`src/rtl/scan_pkg.sv`:
```
// Shared types for the scan sequencer: FSM states, line count and the decoder select type.
package scan_pkg;

  localparam int unsigned LINES = 4;

  typedef logic [1:0] sel_t;

  typedef enum logic [1:0] {
    StIdle,
    StBlank,
    StActive
  } scan_state_e;

endpackage

```
`src/rtl/scan_sequencer_if.sv`:
```
// Control/decoder bundle between a scan controller (master) and scan_sequencer (slave).
interface scan_sequencer_if
  import scan_pkg::*;
#(
  parameter int unsigned DWELL_W = 8
) ();

  logic               start;
  logic               stop;
  logic [DWELL_W-1:0] dwell;
  logic [LINES-1:0]   mask;
  sel_t               a;
  logic               e;
  logic               busy;
  logic               wrap;

  modport master (
    output start, stop, dwell, mask,
    input  a, e, busy, wrap
  );

  modport slave (
    input  start, stop, dwell, mask,
    output a, e, busy, wrap
  );

endinterface

```
`src/rtl/scan_next_sel.sv`:
```
// Combinational round-robin search: next set mask bit strictly after i_cur, wrapping modulo LINES.
module scan_next_sel
  import scan_pkg::*;
(
  input  logic [LINES-1:0] i_mask,
  input  sel_t             i_cur,
  output sel_t             o_next,
  output logic             o_wrap,
  output logic             o_none
);

  sel_t w_next;
  sel_t w_idx;
  logic w_found;

  // Offsets 1..LINES; offset LINES revisits i_cur itself for single-bit masks.
  always_comb begin
    w_next  = i_cur;
    w_idx   = '0;
    w_found = 1'b0;
    for (int unsigned i = 1; i <= LINES; i++) begin
      w_idx = i_cur + sel_t'(i);
      if (!w_found && i_mask[w_idx]) begin
        w_next  = w_idx;
        w_found = 1'b1;
      end
    end
  end

  assign o_next = w_next;
  assign o_none = !w_found;
  assign o_wrap = w_found && (w_next <= i_cur);

endmodule

```
`src/rtl/scan_sequencer.sv`:
```
// Round-robin select/enable generator for a 2-to-4 decoder with programmable dwell.
// Optional blanking gap between lines is compiled in with `define SCAN_BLANK_EN.
module scan_sequencer
  import scan_pkg::*;
#(
  parameter int unsigned DWELL_W   = 8,
  parameter int unsigned BLANK_CYC = 2
) (
  input  logic             clk,
  input  logic             rst_n,
  scan_sequencer_if.slave  bus
);

  scan_state_e        r_state, w_state_d;
  sel_t               r_a, w_a_d;
  logic               r_e, w_e_d;
  logic               r_busy, w_busy_d;
  logic               r_wrap, w_wrap_d;
  logic               r_stop, w_stop_d;
  logic [DWELL_W-1:0] r_cnt, w_cnt_d;

  sel_t w_cur;
  sel_t w_next;
  logic w_wrap;
  logic w_none;
  logic w_go;
  logic w_last;
  logic w_stop_any;

`ifdef SCAN_BLANK_EN
  localparam int unsigned BlankW = (BLANK_CYC > 1) ? $clog2(BLANK_CYC) : 1;
  localparam logic [BlankW-1:0] BlankLoad = BlankW'(BLANK_CYC - 1);
  localparam scan_state_e LineEntry = StBlank;

  logic [BlankW-1:0] r_blank, w_blank_d;
`else
  localparam scan_state_e LineEntry = StActive;

  logic w_unused_blank_cyc;
  assign w_unused_blank_cyc = ^BLANK_CYC;
`endif

  // In IDLE, searching from the top index yields the lowest set bit.
  assign w_cur      = (r_state == StIdle) ? sel_t'(LINES - 1) : r_a;
  assign w_go       = bus.start && !bus.stop && !w_none;
  assign w_last     = (r_state == StActive) && (r_cnt == '0);
  assign w_stop_any = r_stop || bus.stop;

  scan_next_sel u_next_sel (
    .i_mask (bus.mask),
    .i_cur  (w_cur),
    .o_next (w_next),
    .o_wrap (w_wrap),
    .o_none (w_none)
  );

  always_ff @(posedge clk) begin
    if (!rst_n) begin
      r_state <= StIdle;
      r_a     <= '0;
      r_e     <= 1'b0;
      r_busy  <= 1'b0;
      r_wrap  <= 1'b0;
      r_stop  <= 1'b0;
      r_cnt   <= '0;
`ifdef SCAN_BLANK_EN
      r_blank <= '0;
`endif
    end else begin
      r_state <= w_state_d;
      r_a     <= w_a_d;
      r_e     <= w_e_d;
      r_busy  <= w_busy_d;
      r_wrap  <= w_wrap_d;
      r_stop  <= w_stop_d;
      r_cnt   <= w_cnt_d;
`ifdef SCAN_BLANK_EN
      r_blank <= w_blank_d;
`endif
    end
  end

  always_comb begin
    w_state_d = r_state;
    case (r_state)
      StIdle: begin
        if (w_go) w_state_d = LineEntry;
      end
`ifdef SCAN_BLANK_EN
      StBlank: begin
        if (r_blank == '0) w_state_d = StActive;
      end
`endif
      StActive: begin
        if (w_last) w_state_d = (w_stop_any || w_none) ? StIdle : LineEntry;
      end
      default: w_state_d = StIdle;
    endcase
  end

  // Next register values; e and busy follow the next state so a and e move on the same edge.
  always_comb begin
    w_a_d     = r_a;
    w_wrap_d  = 1'b0;
    w_stop_d  = r_stop;
    w_cnt_d   = r_cnt;
    w_e_d     = (w_state_d == StActive);
    w_busy_d  = (w_state_d != StIdle);
`ifdef SCAN_BLANK_EN
    w_blank_d = r_blank;
`endif
    case (r_state)
      StIdle: begin
        w_stop_d = 1'b0;
        if (w_go) begin
          w_a_d = w_next;
`ifdef SCAN_BLANK_EN
          w_blank_d = BlankLoad;
`else
          w_cnt_d = bus.dwell;
`endif
        end
      end
`ifdef SCAN_BLANK_EN
      StBlank: begin
        w_stop_d = w_stop_any;
        if (r_blank == '0) begin
          w_cnt_d = bus.dwell;
        end else begin
          w_blank_d = r_blank - BlankW'(1);
        end
      end
`endif
      StActive: begin
        w_stop_d = w_stop_any;
        if (!w_last) begin
          w_cnt_d = r_cnt - DWELL_W'(1);
        end else if (w_state_d == StIdle) begin
          w_stop_d = 1'b0;
        end else begin
          w_a_d    = w_next;
          w_wrap_d = w_wrap;
`ifdef SCAN_BLANK_EN
          w_blank_d = BlankLoad;
`else
          w_cnt_d = bus.dwell;
`endif
        end
      end
      default: begin
        w_stop_d = 1'b0;
      end
    endcase
  end

  assign bus.a    = r_a;
  assign bus.e    = r_e;
  assign bus.busy = r_busy;
  assign bus.wrap = r_wrap;

endmodule

```
`src/flat_wrapper.sv`:
```
// flat-port wrapper written by rule: the top's interface ports become plain ports
module scan_sequencer_flat import scan_pkg::*;
#(
  parameter int unsigned DWELL_W   = 8,
  parameter int unsigned BLANK_CYC = 2
)
  (clk, rst_n, bus_start, bus_stop, bus_dwell, bus_mask, bus_a, bus_e, bus_busy, bus_wrap);
  scan_sequencer_if #(.DWELL_W(DWELL_W)) bus_i ();
  input  logic clk;
  input  logic rst_n;
  input wire logic [$bits(bus_i.start)-1:0] bus_start;
  input wire logic [$bits(bus_i.stop)-1:0] bus_stop;
  input wire logic [$bits(bus_i.dwell)-1:0] bus_dwell;
  input wire logic [$bits(bus_i.mask)-1:0] bus_mask;
  output wire logic [$bits(bus_i.a)-1:0] bus_a;
  output wire logic [$bits(bus_i.e)-1:0] bus_e;
  output wire logic [$bits(bus_i.busy)-1:0] bus_busy;
  output wire logic [$bits(bus_i.wrap)-1:0] bus_wrap;
  assign bus_i.start = bus_start;
  assign bus_i.stop = bus_stop;
  assign bus_i.dwell = bus_dwell;
  assign bus_i.mask = bus_mask;
  assign bus_a = bus_i.a;
  assign bus_e = bus_i.e;
  assign bus_busy = bus_i.busy;
  assign bus_wrap = bus_i.wrap;
  scan_sequencer #(.DWELL_W(DWELL_W), .BLANK_CYC(BLANK_CYC)) u_core (.clk(clk), .rst_n(rst_n), .bus(bus_i));
endmodule
```
`config.mk`:
```
export PLATFORM = sky130hd
export DESIGN_NAME = scan_sequencer_flat
export DESIGN_NICKNAME = d
export VERILOG_FILES = /design/src/rtl/scan_pkg.sv /design/src/rtl/scan_sequencer_if.sv /design/src/rtl/scan_next_sel.sv /design/src/rtl/scan_sequencer.sv /design/src/flat_wrapper.sv
export SDC_FILE = /design/constraint.sdc
export NUM_CORES = 1
export LEC_CHECK = 0
export ABC_AREA = 1
export BUFFER_PORTS_ARGS = -buffer_cell sky130_fd_sc_hd__buf_2
export CORE_ASPECT_RATIO = 1.25
export CORE_MARGIN = 2
export CORE_UTILIZATION = 45
export DETAILED_ROUTE_END_ITERATION = 16
export MAX_ROUTING_LAYER = met4
export PLACE_DENSITY = 0.66
export SETUP_SLACK_MARGIN = 0.2
export SLEW_MARGIN = 20
export SYNTH_ARGS = -nofsm -noshare
export SYNTH_HDL_FRONTEND = slang
export SYNTH_HIERARCHICAL = 1
export SYNTH_SLANG_ARGS = --single-unit
```
`constraint.sdc`:
```
create_clock -name clk -period 3 [get_ports clk]
set_input_delay 0.6 -clock clk [delete_from_list [all_inputs] [get_ports clk]]
set_output_delay 0.6 -clock clk [all_outputs]
set_load 0.01 [all_outputs]
```
-- Yosys cells after proc, flatten, opt, wreduce, memory -nomap -nowiden
Index checks and enable logic that the tools add are counted.
- add/subtract/negate cells: 4
- bitwise logic cells: 3
- muxes and demuxes: 31
- equality and inequality tests: 6
- reduce and logical (&&, ||, !) cells: 23
- $lt $le $gt $ge: 5
- operator list (kind ; number):
    $mux 8 ; 3
    $mux 2 ; 11
    $pmux 8 s2 ; 1
    $lt 2x3->1 const B ; 4
    $mux 1 ; 10
    $bmux 1 s2 ; 4
    $logic_not 8->1 ; 1
    $pmux 2 s2 ; 2
    $sub 8x1->8 const B ; 1
    $logic_and 1x1->1 ; 7
    $logic_not 1->1 ; 5
    $add 2x2->2 const B ; 2
    $eq 2x2->1 const B ; 2
    $logic_not 2->1 ; 2
    $ne 2x1->1 const B ; 2
    $reduce_and 4->1 ; 1
    $reduce_bool 2->1 ; 2
    $reduce_or 4->1 ; 1
    $ne 3x3->1 const B ; 1
    $not 1->1 ; 3
    $reduce_and 3->1 ; 1
    $add 2x1->2 const B ; 1
    $le 2x2->1 ; 1
    $logic_or 1x1->1 ; 2
    other kinds (2) ; 2
- output and inout bits: 5
- word-level logic and storage cells: 79
- bits of input ports: 16
- bits in registers: 16

-- Depth between registers and ports, before layout
Gate-level depths: netlist of run 1.
- word-level depth: 24
- gate-level depth with buffers: 21
- gate-level depth less buffers: 20

-- By module
Netlist of run 1, hierarchy kept.
- modules (own cells, without submodules) (module ; times used ; area each (um^2) ; cells each ; seq. area each (um^2)):
    scan_sequencer ; 1 ; 920.9 ; 138 ; 320.3
    scan_next_sel ; 1 ; 339.1 ; 59 ; 0.0

-- Worst setup path after synthesis of run 1
Ideal clock, no wire load.
- kind: register to register
- start point: register u_core.r_state[1]
- end point: register u_core.r_wrap, in the netlist u_core/bus.wrap
- library setup time: 78 ps
- buffers on the path: 1
- stages on the path, launching flop included: 22
- required time: 2922 ps
- clock period less this slack: 2340 ps
- path slack: 660 ps
- arrival time: 2263 ps
- cell sequence: dfxtp_1 nor2_1 or2_2 buf_6 inv_6 nand2_1 nand2_4 nand2_4 nand2_4 clkinv_1 nand3_1 nand3_1 nand2_1 inv_1 ha_1 inv_1 nor2_1 o21ai_0 nand2_1 inv_1 nand3_1 nor3_1
- elaborated cells on any way between the ends: 42
- classes of those cells: add/sub: 3; order compare: 1; eq/ne: 1; mux: 21; bitwise: 2; reduce/logical: 14
- RTL lines (item ; RTL line ; source):
    start, declared ; scan_sequencer.sv:14 ; scan_state_e r_state, w_state_d;
    start signal, assigned ; scan_sequencer.sv:59 ; r_state <= StIdle;
    start signal, assigned ; scan_sequencer.sv:70 ; r_state <= w_state_d;
    $logic_not 2->1 (*) ; scan_sequencer.sv:44 ; assign w_cur = (r_state == StIdle) ? sel_t'(LINES - 1) : r_a;
    $mux 2 (*) ; scan_sequencer.sv:44 ;
    net u_core.w_cur[0] ; scan_sequencer.sv:22 ; sel_t w_cur;
    $add 2x1->2 ; scan_next_sel.sv:22 ; w_idx = i_cur + sel_t'(i);
    $bmux 1 s2 ; scan_next_sel.sv:23 ; if (!w_found && i_mask[w_idx]) begin
    $mux 1 (not written as such) ; scan_next_sel.sv:23 ;
    $mux 1 ; scan_next_sel.sv:23 ;
    $logic_not 1->1 ; scan_next_sel.sv:23 ;
    [3 not listed] ; n/a ;
    $logic_and 1x1->1 ; scan_next_sel.sv:23 ;
    $mux 1 ; scan_next_sel.sv:23 ;
    $logic_not 1->1 ; scan_next_sel.sv:23 ;
    $logic_and 1x1->1 ; scan_next_sel.sv:23 ;
    $mux 2 ; scan_next_sel.sv:23 ;
    $le 2x2->1 ; scan_next_sel.sv:32 ; assign o_wrap = w_found && (w_next <= i_cur);
    $logic_and 1x1->1 (*) ; scan_next_sel.sv:32 ;
    net u_core.w_wrap ; scan_sequencer.sv:24 ; logic w_wrap;
    end signal, assigned ; scan_sequencer.sv:74 ; r_wrap <= w_wrap_d;
    end, declared ; scan_sequencer.sv:18 ; logic r_wrap, w_wrap_d;
Mark *: on every way through the listed nets, which the timed path passes. The rest lies on a longest branch. The select of a mux whose other input is x is not followed.
A chain may end at the register's enable or synchronous reset.

-- Worst setup path in the final report of run 1
- start point: register u_core.r_state[0]
- end point: register u_core.r_wrap, in the netlist u_core/bus.wrap
Same word-level chain as after synthesis.

==> impl_metrics.json, run 1 <==
{
  "cts_resized": 0,
  "synth_unique_cells": 29,
  "r2r_depth": 20,
  "grt_usage_pct": 18.5,
  "ant_nets": 0,
  "worstSetupPathDepth": 20,
  "clk_pin_slew_ns": 0.10,
  "critPathBufInv": 5,
  "start_util_pct": 47.0,
  "critical_path.endpoint_type": "flop",
  "worst_slew_pin_slew_ns": 0.522,
  "die-height_um": 63.2,
  "final_common_cell": "nand2_1",
  "die-width_um": 51.3,
  "warnings_synthesis": 6,
  "slew_headroom_pct": 65.2,
  "classification_of_the_worst_slack_hold_path": "reg2reg",
  "timing.critical_path.cells": "nor2_1 -> or2_2 -> inv_2 -> nand2_2 -> nand2_2 -> nand2_2 -> nand2_4 -> clkinv_1 -> nand3_1 -> nand3_1 -> nand2_1 -> inv_1 -> ha_1 -> inv_1 -> nor2_1 -> o21ai_0 -> nand2_1 -> inv_1 -> nand3_1 -> nor3_1",
  "r2r_slack_ns": 0.51,
  "crit_path_max_fanout": 7,
  "synth.net_count": 217,
  "worst_path_largest_cell_delay_ns": 0.35,
  "reg2reg_to": "u_core/bus.wrap",
  "wire_length_per_cell_um": 10.3,
  "synth.largest_area_cell": "dfxtp_1",
  "maxClockFrequency_mhz": 402,
  "skew_ns": 0.00305,
  "required_ns": 3.21,
  "placementRows": 21,
  "netlist_top_cells_area": "dfxtp_1 (25%), nand2_1 (15%), nor2_1 (7.7%)",
  "grt_pass1_vias": 1145,
  "synth_top_area_share_pct": 25.4,
  "r2r_start": "u_core/r_state[0]",
  "vias_per_cell": 4.93,
  "vdd.ir_drop.worst_mv": 0.289,
  "cts_tree": "built",
  "report.final.hold_viol_count": 0,
  "worst_ep_arrival_time_ns": 2.70,
  "grt_max_degree": 14,
  "holdBufCountCts": 0,
  "drt_iter0_markers": 27,
  "startpoint": "u_core/r_state[0]",
  "cts_made_buffers": 3,
  "final_cell_mix": "nand2_1 (49), nor2_1 (26), inv_1 (21)",
  "synth_area_mm2": 0.00126,
  "place.detailed.hpwl_mm": 2.02,
  "synthesis.area_per_instance_um2": 6.40,
  "remaining_drc_errors": 0,
  "yosys_register_bits": 16,
  "design.core.area_mm2": 0.00268,
  "drv_slew": 0,
  "die_area_mm2": 0.00324,
  "synthArstFlopShare_pct": 0,
  "wire_length_of_the_first_global_routing_pass_mm": 4.60,
  "run_status": "finished clean",
  "multi_input_comb_area_um2": 807,
  "timing.critical_path.max_delay_family": "simple AND/OR/NAND/NOR gates",
  "via_count": 1238,
  "timing.final.crit_period_ns": 2.49,
  "number_of_instances_in_the_synthesized_netlist": 197,
  "layout-area-overhead-vs-synth_pct": 12.0,
  "routabilityCongestion": 0.861,
  "sequential_cell_area_fraction_in_the_yosys_report_pct": 25.4,
  "number_of_antenna_violations_at_the_first_check_in_global_routing": 0,
  "io_buffer_count": 20,
  "endpoint_of_the_worst_hold_timing_path": "u_core/bus.a[0]",
  "drv.max_cap_violation_count": 0,
  "detailedRoute.firstPassIterationCount": 4,
  "num_io_pins": 21,
  "layout.filler_cells": 282,
  "area.sequential_um2": 322,
  "worst_setup_path_start_kind": "flop",
  "p_leak_nw": 0.740,
  "layout-drive-gt1-share_pct": 24.0,
  "finish.utilization_pct": 52.7,
  "clock_path_buffers": 2,
  "path_class": "reg2reg",
  "fin_total_pwr_mw": 0.649,
  "synth_enable_flop_cells": 0,
  "setup_total_negative_slack_ns": 0,
  "hp-start": "u_core/bus.a[0]",
  "num_antenna_cells": 0,
  "hold_path_depth": 2,
  "grt_overflow": 0,
  "post_cts.repair.setup_buffers": 0,
  "final_net_count": 238,
  "rsz0062_at_grt": "no",
  "tritoncts_num_sinks": 16,
  "worstSkewPairLatency_ns": 0.29,
  "wirelength_mm": 2.58,
  "final-setup-viol-count": 0,
  "power.density_cell_area_mw_per_mm2": 460,
  "worst_path_max_delay_cell": "dfxtp_1",
  "final.period_utilization_pct": 82.8,
  "yosys_most_used_dff": "dfxtp_1",
  "clock-root-buffer": "clkbuf_4",
  "cts_htree_levels": 1
}
through the flow:
step                hold slack (ns)  worst slack, ns  instances  instance area [um2]
floorplan                     0.475            0.660        197                 1260
global placement              0.488            0.529        247                 1370
detailed placement            0.505            0.480        247                 1370
CTS                           0.529            0.450        251                 1410
global route                  0.571            0.212        251                 1410
finish                        0.531            0.515        251                 1410
layout make-up:
| cell class | count | share of cell area [%] |
|---|---|---|
| multi-input cells | 151 | 57.2 |
| flip-flops and latches | 16 | 22.8 |
| inverters | 26 | 7.36 |
| clock buffers | 4 | 2.57 |
| repair buffers | 20 | 7.09 |
| well taps | 34 | 3.01 |
metal layers:
metal | global-route usage, % | up-vias | share of wire (%)
met2 | 31.3 | 18 | 51
met1 | 21.4 | 555 | 46
met4 | 7.89 | 0 | 1.4
met3 | 2.61 | 4 | 2.5
li1 | - | 661 | -
met5 | - | - | 0
logic make-up after synthesis:
logic type / Yosys count / synth area share [%]
and+or+nand+nor: 119 / 46.3
AOI/OAI and AO/OA: 23 / 10.5
other: 1 / 0.298
xor gates and xnor gates: 4 / 2.78
adders and majority gates: 4 / 3.97
DFF: 16 / 25.4
buffers and inverters: 30 / 10.7
worst max-delay path by stage:
stage	endpoint	slack, ns
after floorplan	u_core/bus.wrap	0.66
after global placement	u_core/bus.wrap	0.53
after detailed placement	u_core/bus.wrap	0.48
after CTS	u_core/bus.wrap	0.45
after global routing	u_core/bus.wrap	0.21
final	u_core/bus.wrap	0.51
flip-flops by register name, indices dropped and copies added (netlist names):
register and count:
u_core/bus.busy 1, u_core/bus.e 1, u_core/r_stop 1, u_core/bus.wrap 1, u_core/bus.a 2, u_core/r_state 2, u_core/r_cnt 8
Yosys cell counts (2+ instances only):
master	instances
ha_1	4
inv_2	2
or2_2	2
nand2_2	7
nand3_1	19
buf_6	2
nand2_4	6
nand3_2	2
nand2_1	49
dfxtp_1	16
a21oi_1	6
xor2_1	3
nor2_4	3
inv_1	21
o21ai_0	14
nor3_1	2
nor2_1	26
nand4_1	2
where the power goes:
group	internal (mW)	switching [mW]	total, mW
clock network	0.0739	0.0703	0.144
logic	0.100	0.166	0.266
registers	0.226	0.0121	0.238
tightest hold or removal path: cells and delay by family, from the launching register on:
family,cells,cell delay [ns]
DFF,1,0.36
and+or+nand+nor,1,0.09
AOI/OAI and AO/OA,1,0.05
(Power assumes the default switching activity.)
==> inputs of run 2 (changes only) <==
- PLACE_DENSITY: 0.66 -> 0.69
- clock period: 3 -> 2.1 ns (I/O delays scaled with it)
==> impl_metrics.json, run 2 (synthesis results as in run 1) <==
{
  "power.density_cell_area_mw_per_mm2": 591,
  "drt_iter0_markers": 35,
  "start_util_pct": 47.0,
  "clk_pin_slew_ns": 0.09,
  "classification_of_the_worst_slack_hold_path": "in2reg",
  "drv.max_cap_violation_count": 0,
  "wirelength_mm": 3.28,
  "via_count": 1351,
  "place.detailed.hpwl_mm": 2.22,
  "final_common_cell": "nand2_1",
  "cts_made_buffers": 3,
  "setup_total_negative_slack_ns": -1.05,
  "required_ns": 2.32,
  "r2r_start": "u_core/r_state[1]",
  "worst_path_max_delay_cell": "dfxtp_2",
  "maxClockFrequency_mhz": 435,
  "layout.cell_area.non_filler_mm2": 0.00188,
  "final_net_count": 267,
  "io_buffer_count": 20,
  "timing.final.crit_period_ns": 2.30,
  "share_seq_of_total_power_pct": 30.6,
  "layout-area-overhead-vs-synth_pct": 49.5,
  "power.combinational.fraction_pct": 55.1,
  "grt_max_degree": 12,
  "layout.filler_cells": 220,
  "drv_slew": 0,
  "worstSkewPairLatency_ns": 0.28,
  "ant_nets": 0,
  "largest_register": "u_core/r_cnt",
  "num_antenna_cells": 0,
  "tritoncts_num_sinks": 16,
  "vias_per_cell": 4.84,
  "postPlaceCellArea_mm2": 0.00153,
  "skew_ns": 0.00122,
  "grt_overflow": 0,
  "wire_length_of_the_first_global_routing_pass_mm": 5.18,
  "layout-drive-gt1-share_pct": 50.6,
  "vdd.ir_drop.worst_mv": 0.382,
  "clock_path_buffers": 2,
  "num_io_pins": 21,
  "reg2reg_to": "u_core/bus.wrap",
  "r2r_slack_ns": -0.20,
  "netSwitchingPower_mw": 0.448,
  "final.period_utilization_pct": 110,
  "worst_path_largest_cell_delay_ns": 0.36,
  "design.core.area_mm2": 0.00268,
  "crit_path_max_fanout": 8,
  "routabilityCongestion": 0.828,
  "grt_usage_pct": 20.8,
  "final_cell_mix": "nand2_1 (34), buf_4 (21), buf_2 (20), nand2_2 (20), nor2_1 (19)",
  "violations": "setup timing",
  "cts_tree": "built",
  "detailedRoute.firstPassIterationCount": 4,
  "remaining_drc_errors": 0,
  "largest_register_ff_count": 8,
  "critical_path.endpoint_type": "flop",
  "die_area_mm2": 0.00324,
  "endpoint_of_the_worst_hold_timing_path": "u_core/r_cnt[1]",
  "hold_path_depth": 3,
  "worst_ep_arrival_time_ns": 2.52,
  "die-height_um": 63.2,
  "final-setup-viol-count": 14,
  "placementRows": 21,
  "fin_hold_ws_ns": 0.459,
  "wire_length_per_cell_um": 11.7,
  "r2r_depth": 18,
  "holdBufCountCts": 0,
  "grt_pass1_vias": 1349,
  "report.final.hold_viol_count": 0,
  "hp-start": "rst_n",
  "cts_htree_levels": 1,
  "run_status": "finished with violations",
  "final.setup.worst_slack_ns": -0.200,
  "internal_power_mw": 0.665,
  "path_class": "reg2reg",
  "p_leak_nw": 0.922,
  "worst_setup_path_start_kind": "flop",
  "timing.critical_path.cells": "nor2_4 -> or2_4 -> inv_8 -> nand2_2 -> nand3_2 -> nand2_2 -> o21ai_1 -> nand3_2 -> nand2_2 -> inv_2 -> ha_4 -> inv_2 -> nor2_1 -> o21ai_1 -> nand2_1 -> inv_1 -> nand3_2 -> nor3_2",
  "power.switching_fraction_pct": 40.3,
  "clock-root-buffer": "clkbuf_4",
  "die-width_um": 51.3,
  "rsz0062_at_grt": "yes",
  "power.share.clock_pct": 14.3,
  "number_of_antenna_violations_at_the_first_check_in_global_routing": 0
}
run 2: area by class of cell:
type	instances	area, um2	area share, %
inverters	26	126	6.71
multi-input cells	151	1000	53.4
well taps	34	42.5	2.26
flip-flops and latches	16	325	17.3
repair inverters	1	16.3	0.864
repair buffers	48	345	18.3
clock buffers	3	22.5	1.20
run 2: power groups by stage:
| stage | sequential, mW | combinational [mW] | clock, mW |
|---|---|---|---|
| 3_5_place_dp | 0.347 | 0.454 | 0 |
| 3_3_place_gp | 0.347 | 0.452 | 0 |
| 5_1_grt | 0.343 | 0.679 | 0.184 |
| 4_1_cts | 0.341 | 0.487 | 0.168 |
| 2_1_floorplan | 0.347 | 0.327 | 0 |
| 6_report | 0.340 | 0.613 | 0.160 |
run 2: worst max-delay path by stage:
stage,from,end,slack (ns)
CTS,u_core/r_state[1],u_core/bus.wrap,-0.12
global route,u_core/r_state[0],u_core/bus.wrap,-0.36
finish,u_core/r_state[1],u_core/bus.wrap,-0.20
floorplan,u_core/r_state[1],u_core/bus.wrap,-0.05
global placement,u_core/r_state[0],u_core/bus.wrap,-0.08
detailed placement,u_core/r_state[0],u_core/bus.wrap,-0.11
run 2: critical path, delay by kind of cell, from the launching register on:
kind            cells  cell delay (ns)
flops               1             0.36
simple gates       11             1.11
fa+ha+maj           1             0.21
compound gates      2             0.31
buf+inv             4             0.25
run 2: metal layers:
metal	GRT usage, %	up-vias	part of all wire, %
li1	-	713	-
met1	20.6	609	38
met2	41.6	25	57
met3	1.42	4	3.0
met4	6.25	0	1.3
met5	-	-	0
run 2: timing repair:
action / CTS / global route
setup buffers: 4 / 6
pin swaps: 7 / 18
gates cloned: 1 / 1
endpoints found under the setup margin: 15 / 15
gates resized for setup: 21 / 44
run 2: metrics by stage:
step	total power [mW]	utilization (%)	instances	worst slack [ns]
after global routing	1.21	70.3	279	-0.363
final	1.11	70.3	279	-0.200
after detailed placement	0.801	57.1	264	-0.109
after floorplan	0.674	-	197	-0.0505
after CTS	0.996	61.4	272	-0.120
after global placement	0.798	57.1	264	-0.0833
==> inputs of run 3 (changes only) <==
- GPL_TIMING_DRIVEN: unset -> 0
- MAX_ROUTING_LAYER: met4 -> unset
- PLACE_DENSITY: 0.69 -> 0.81
==> impl_metrics.json, run 3 (synthesis results as in run 1) <==
{
  "maxClockFrequency_mhz": 420,
  "top_usage_layer": "met2",
  "layout.cell_area.non_filler_mm2": 0.00173,
  "final_common_cell": "nand2_1",
  "final.period_utilization_pct": 113,
  "remaining_drc_errors": 0,
  "netSwitchingPower_mw": 0.432,
  "final_cell_mix": "nand2_1 (37), buf_2 (21), nor2_1 (21)",
  "clock_path_buffers": 2,
  "number_of_antenna_violations_at_the_first_check_in_global_routing": 0,
  "start_util_pct": 47.0,
  "holdBufCountCts": 0,
  "reg2reg_to": "u_core/bus.wrap",
  "design.core.area_mm2": 0.00268,
  "num_io_pins": 21,
  "worst_ep_arrival_time_ns": 2.60,
  "largest_register_ff_count": 8,
  "layout-drive-gt1-share_pct": 45.3,
  "r2r_start": "u_core/r_state[0]",
  "timing.final.crit_period_ns": 2.38,
  "wirelength_mm": 2.92,
  "vias_per_cell": 4.88,
  "fin_hold_ws_ns": 0.444,
  "fin_total_pwr_mw": 1.08,
  "tritoncts_num_sinks": 16,
  "vdd.ir_drop.worst_mv": 0.441,
  "die-width_um": 51.3,
  "classification_of_the_worst_slack_hold_path": "in2reg",
  "cts_htree_levels": 1,
  "clock-root-buffer": "clkbuf_4",
  "power.density_cell_area_mw_per_mm2": 624,
  "power.switching_fraction_pct": 40.0,
  "io_buffer_count": 20,
  "worstSkewPairLatency_ns": 0.29,
  "grt_util_met2_pct": 32.8,
  "grt_overflow": 0,
  "final.setup.worst_slack_ns": -0.281,
  "detailedRoute.firstPassIterationCount": 4,
  "crit_path_max_fanout": 8,
  "placementRows": 21,
  "grt_max_degree": 11,
  "endpoint_of_the_worst_hold_timing_path": "u_core/bus.e",
  "largest_register": "u_core/r_cnt",
  "drv.max_cap_violation_count": 0,
  "placed_cells_incl_taps": 251,
  "power.combinational.fraction_pct": 49.6,
  "path_class": "reg2reg",
  "run_status": "finished with violations",
  "global_route.usage.met3_pct": 2.13,
  "ant_nets": 0,
  "instances_no_fill": 266,
  "worst_setup_path_start_kind": "flop",
  "grt_usage_pct": 17.6,
  "hp-start": "rst_n",
  "cts_made_buffers": 3,
  "wire_length_per_cell_um": 11.0,
  "drv_slew": 0,
  "die-height_um": 63.2,
  "r2r_depth": 21,
  "power.share.clock_pct": 18.7,
  "internal_power_mw": 0.648,
  "layout-area-overhead-vs-synth_pct": 37.4,
  "skew_ns": 0.00542,
  "wire_length_of_the_first_global_routing_pass_mm": 4.42,
  "routabilityCongestion": 0.815,
  "report.final.hold_viol_count": 0,
  "num_antenna_cells": 0,
  "rsz0062_at_grt": "yes",
  "die_area_mm2": 0.00324,
  "share_seq_of_total_power_pct": 31.6,
  "pre_cts_slack_ns": -0.260,
  "violations": "setup timing",
  "final_net_count": 253,
  "startpoint": "u_core/r_state[0]",
  "p_leak_nw": 0.856,
  "clk_pin_slew_ns": 0.09,
  "hold_path_depth": 3,
  "via_count": 1297,
  "critical_path.endpoint_type": "flop",
  "r2r_slack_ns": -0.28,
  "cts_tree": "built",
  "final-setup-viol-count": 15,
  "drt_iter0_markers": 24,
  "postPlaceCellArea_mm2": 0.00143,
  "required_ns": 2.32,
  "global_route.usage.met1_pct": 18.2,
  "place.detailed.hpwl_mm": 1.88,
  "grt_pass1_vias": 1157
}
-- run 3: cell types whose count changed in the layout (fill, tap and decap cells not counted), moves of 3 or more --
cell | previous run | this run
buf_6 | 6 | 2
nand2_2 | 20 | 13
buf_4 | 21 | 10
nor2_4 | 7 | 4
nand2_1 | 34 | 37
nand2_4 | 8 | 11
-- run 3: repair_timing --
| item | 4_1_cts | 5_1_grt |
|---|---|---|
| setup endpoints to repair | 15 | 15 |
| pin swaps | 7 | 20 |
| gates cloned | 1 | 0 |
| buffers inserted | 8 | 2 |
| gates resized for setup | 16 | 37 |
-- run 3: layer usage --
metal  vias to the layer above  share of wire [%]  routed length, um
li1                        691                  -                  -
met1                       584                 39               1150
met2                        18                 57               1660
met3                         4                2.1                 60
met4                         0                1.6                 48
met5                         -                  0                  0
-- run 3: layout make-up --
cell class                      count  area [um2]
Tap cell                           34        42.5
Buffer                              4        35.0
Multi-Input combinational cell    151         988
Timing Repair Buffer               31         186
Sequential cell                    16         323
Clock buffer                        4        36.3
Inverter                           26         120
Fill cell                         248         948
-- run 3: per-stage QoR --
step	utilization [%]	TNS (ns)
4_1_cts	59.0	-1.36
3_3_place_gp	53.5	-1.73
5_1_grt	64.6	-4.71
2_1_floorplan	-	-0.0505
6_report	64.6	-2.05
3_5_place_dp	53.5	-2.18
-- run 3: worst max-delay path, cell delays in order (launching register included) --
cell and delay [ns]:
dfxtp_2 0.36, nor2_4 0.05, or2_4 0.25, buf_8 0.15, clkinv_8 0.07, nand2_4 0.05
nand2_4 0.08, nand2_4 0.07, nand2_8 0.10, clkinv_4 0.07, nand3_4 0.06, nand3_2 0.08
nand2_2 0.07, inv_2 0.05, ha_4 0.23, inv_2 0.05, nor2_2 0.03, o21ai_1 0.14
nand2_1 0.06, inv_1 0.07, nand3_2 0.08, nor3_2 0.15
-- run 3: worst max path at each step --
| stage | end | slack (ns) | cells after the start |
|---|---|---|---|
| 2_1_floorplan | u_core/bus.wrap | -0.05 | 21 |
| 4_1_cts | u_core/bus.wrap | -0.25 | 21 |
| 3_5_place_dp | u_core/bus.wrap | -0.26 | 20 |
| 3_3_place_gp | u_core/bus.wrap | -0.23 | 21 |
| 6_report | u_core/bus.wrap | -0.28 | 21 |
| 5_1_grt | u_core/bus.wrap | -0.44 | 21 |
-- run 3: power groups by stage --
stage	registers [mW]	logic (mW)	clock network, mW
2_1_floorplan	0.347	0.327	0
3_3_place_gp	0.347	0.392	0
3_5_place_dp	0.347	0.398	0
4_1_cts	0.341	0.438	0.213
5_1_grt	0.344	0.592	0.229
6_report	0.342	0.536	0.202
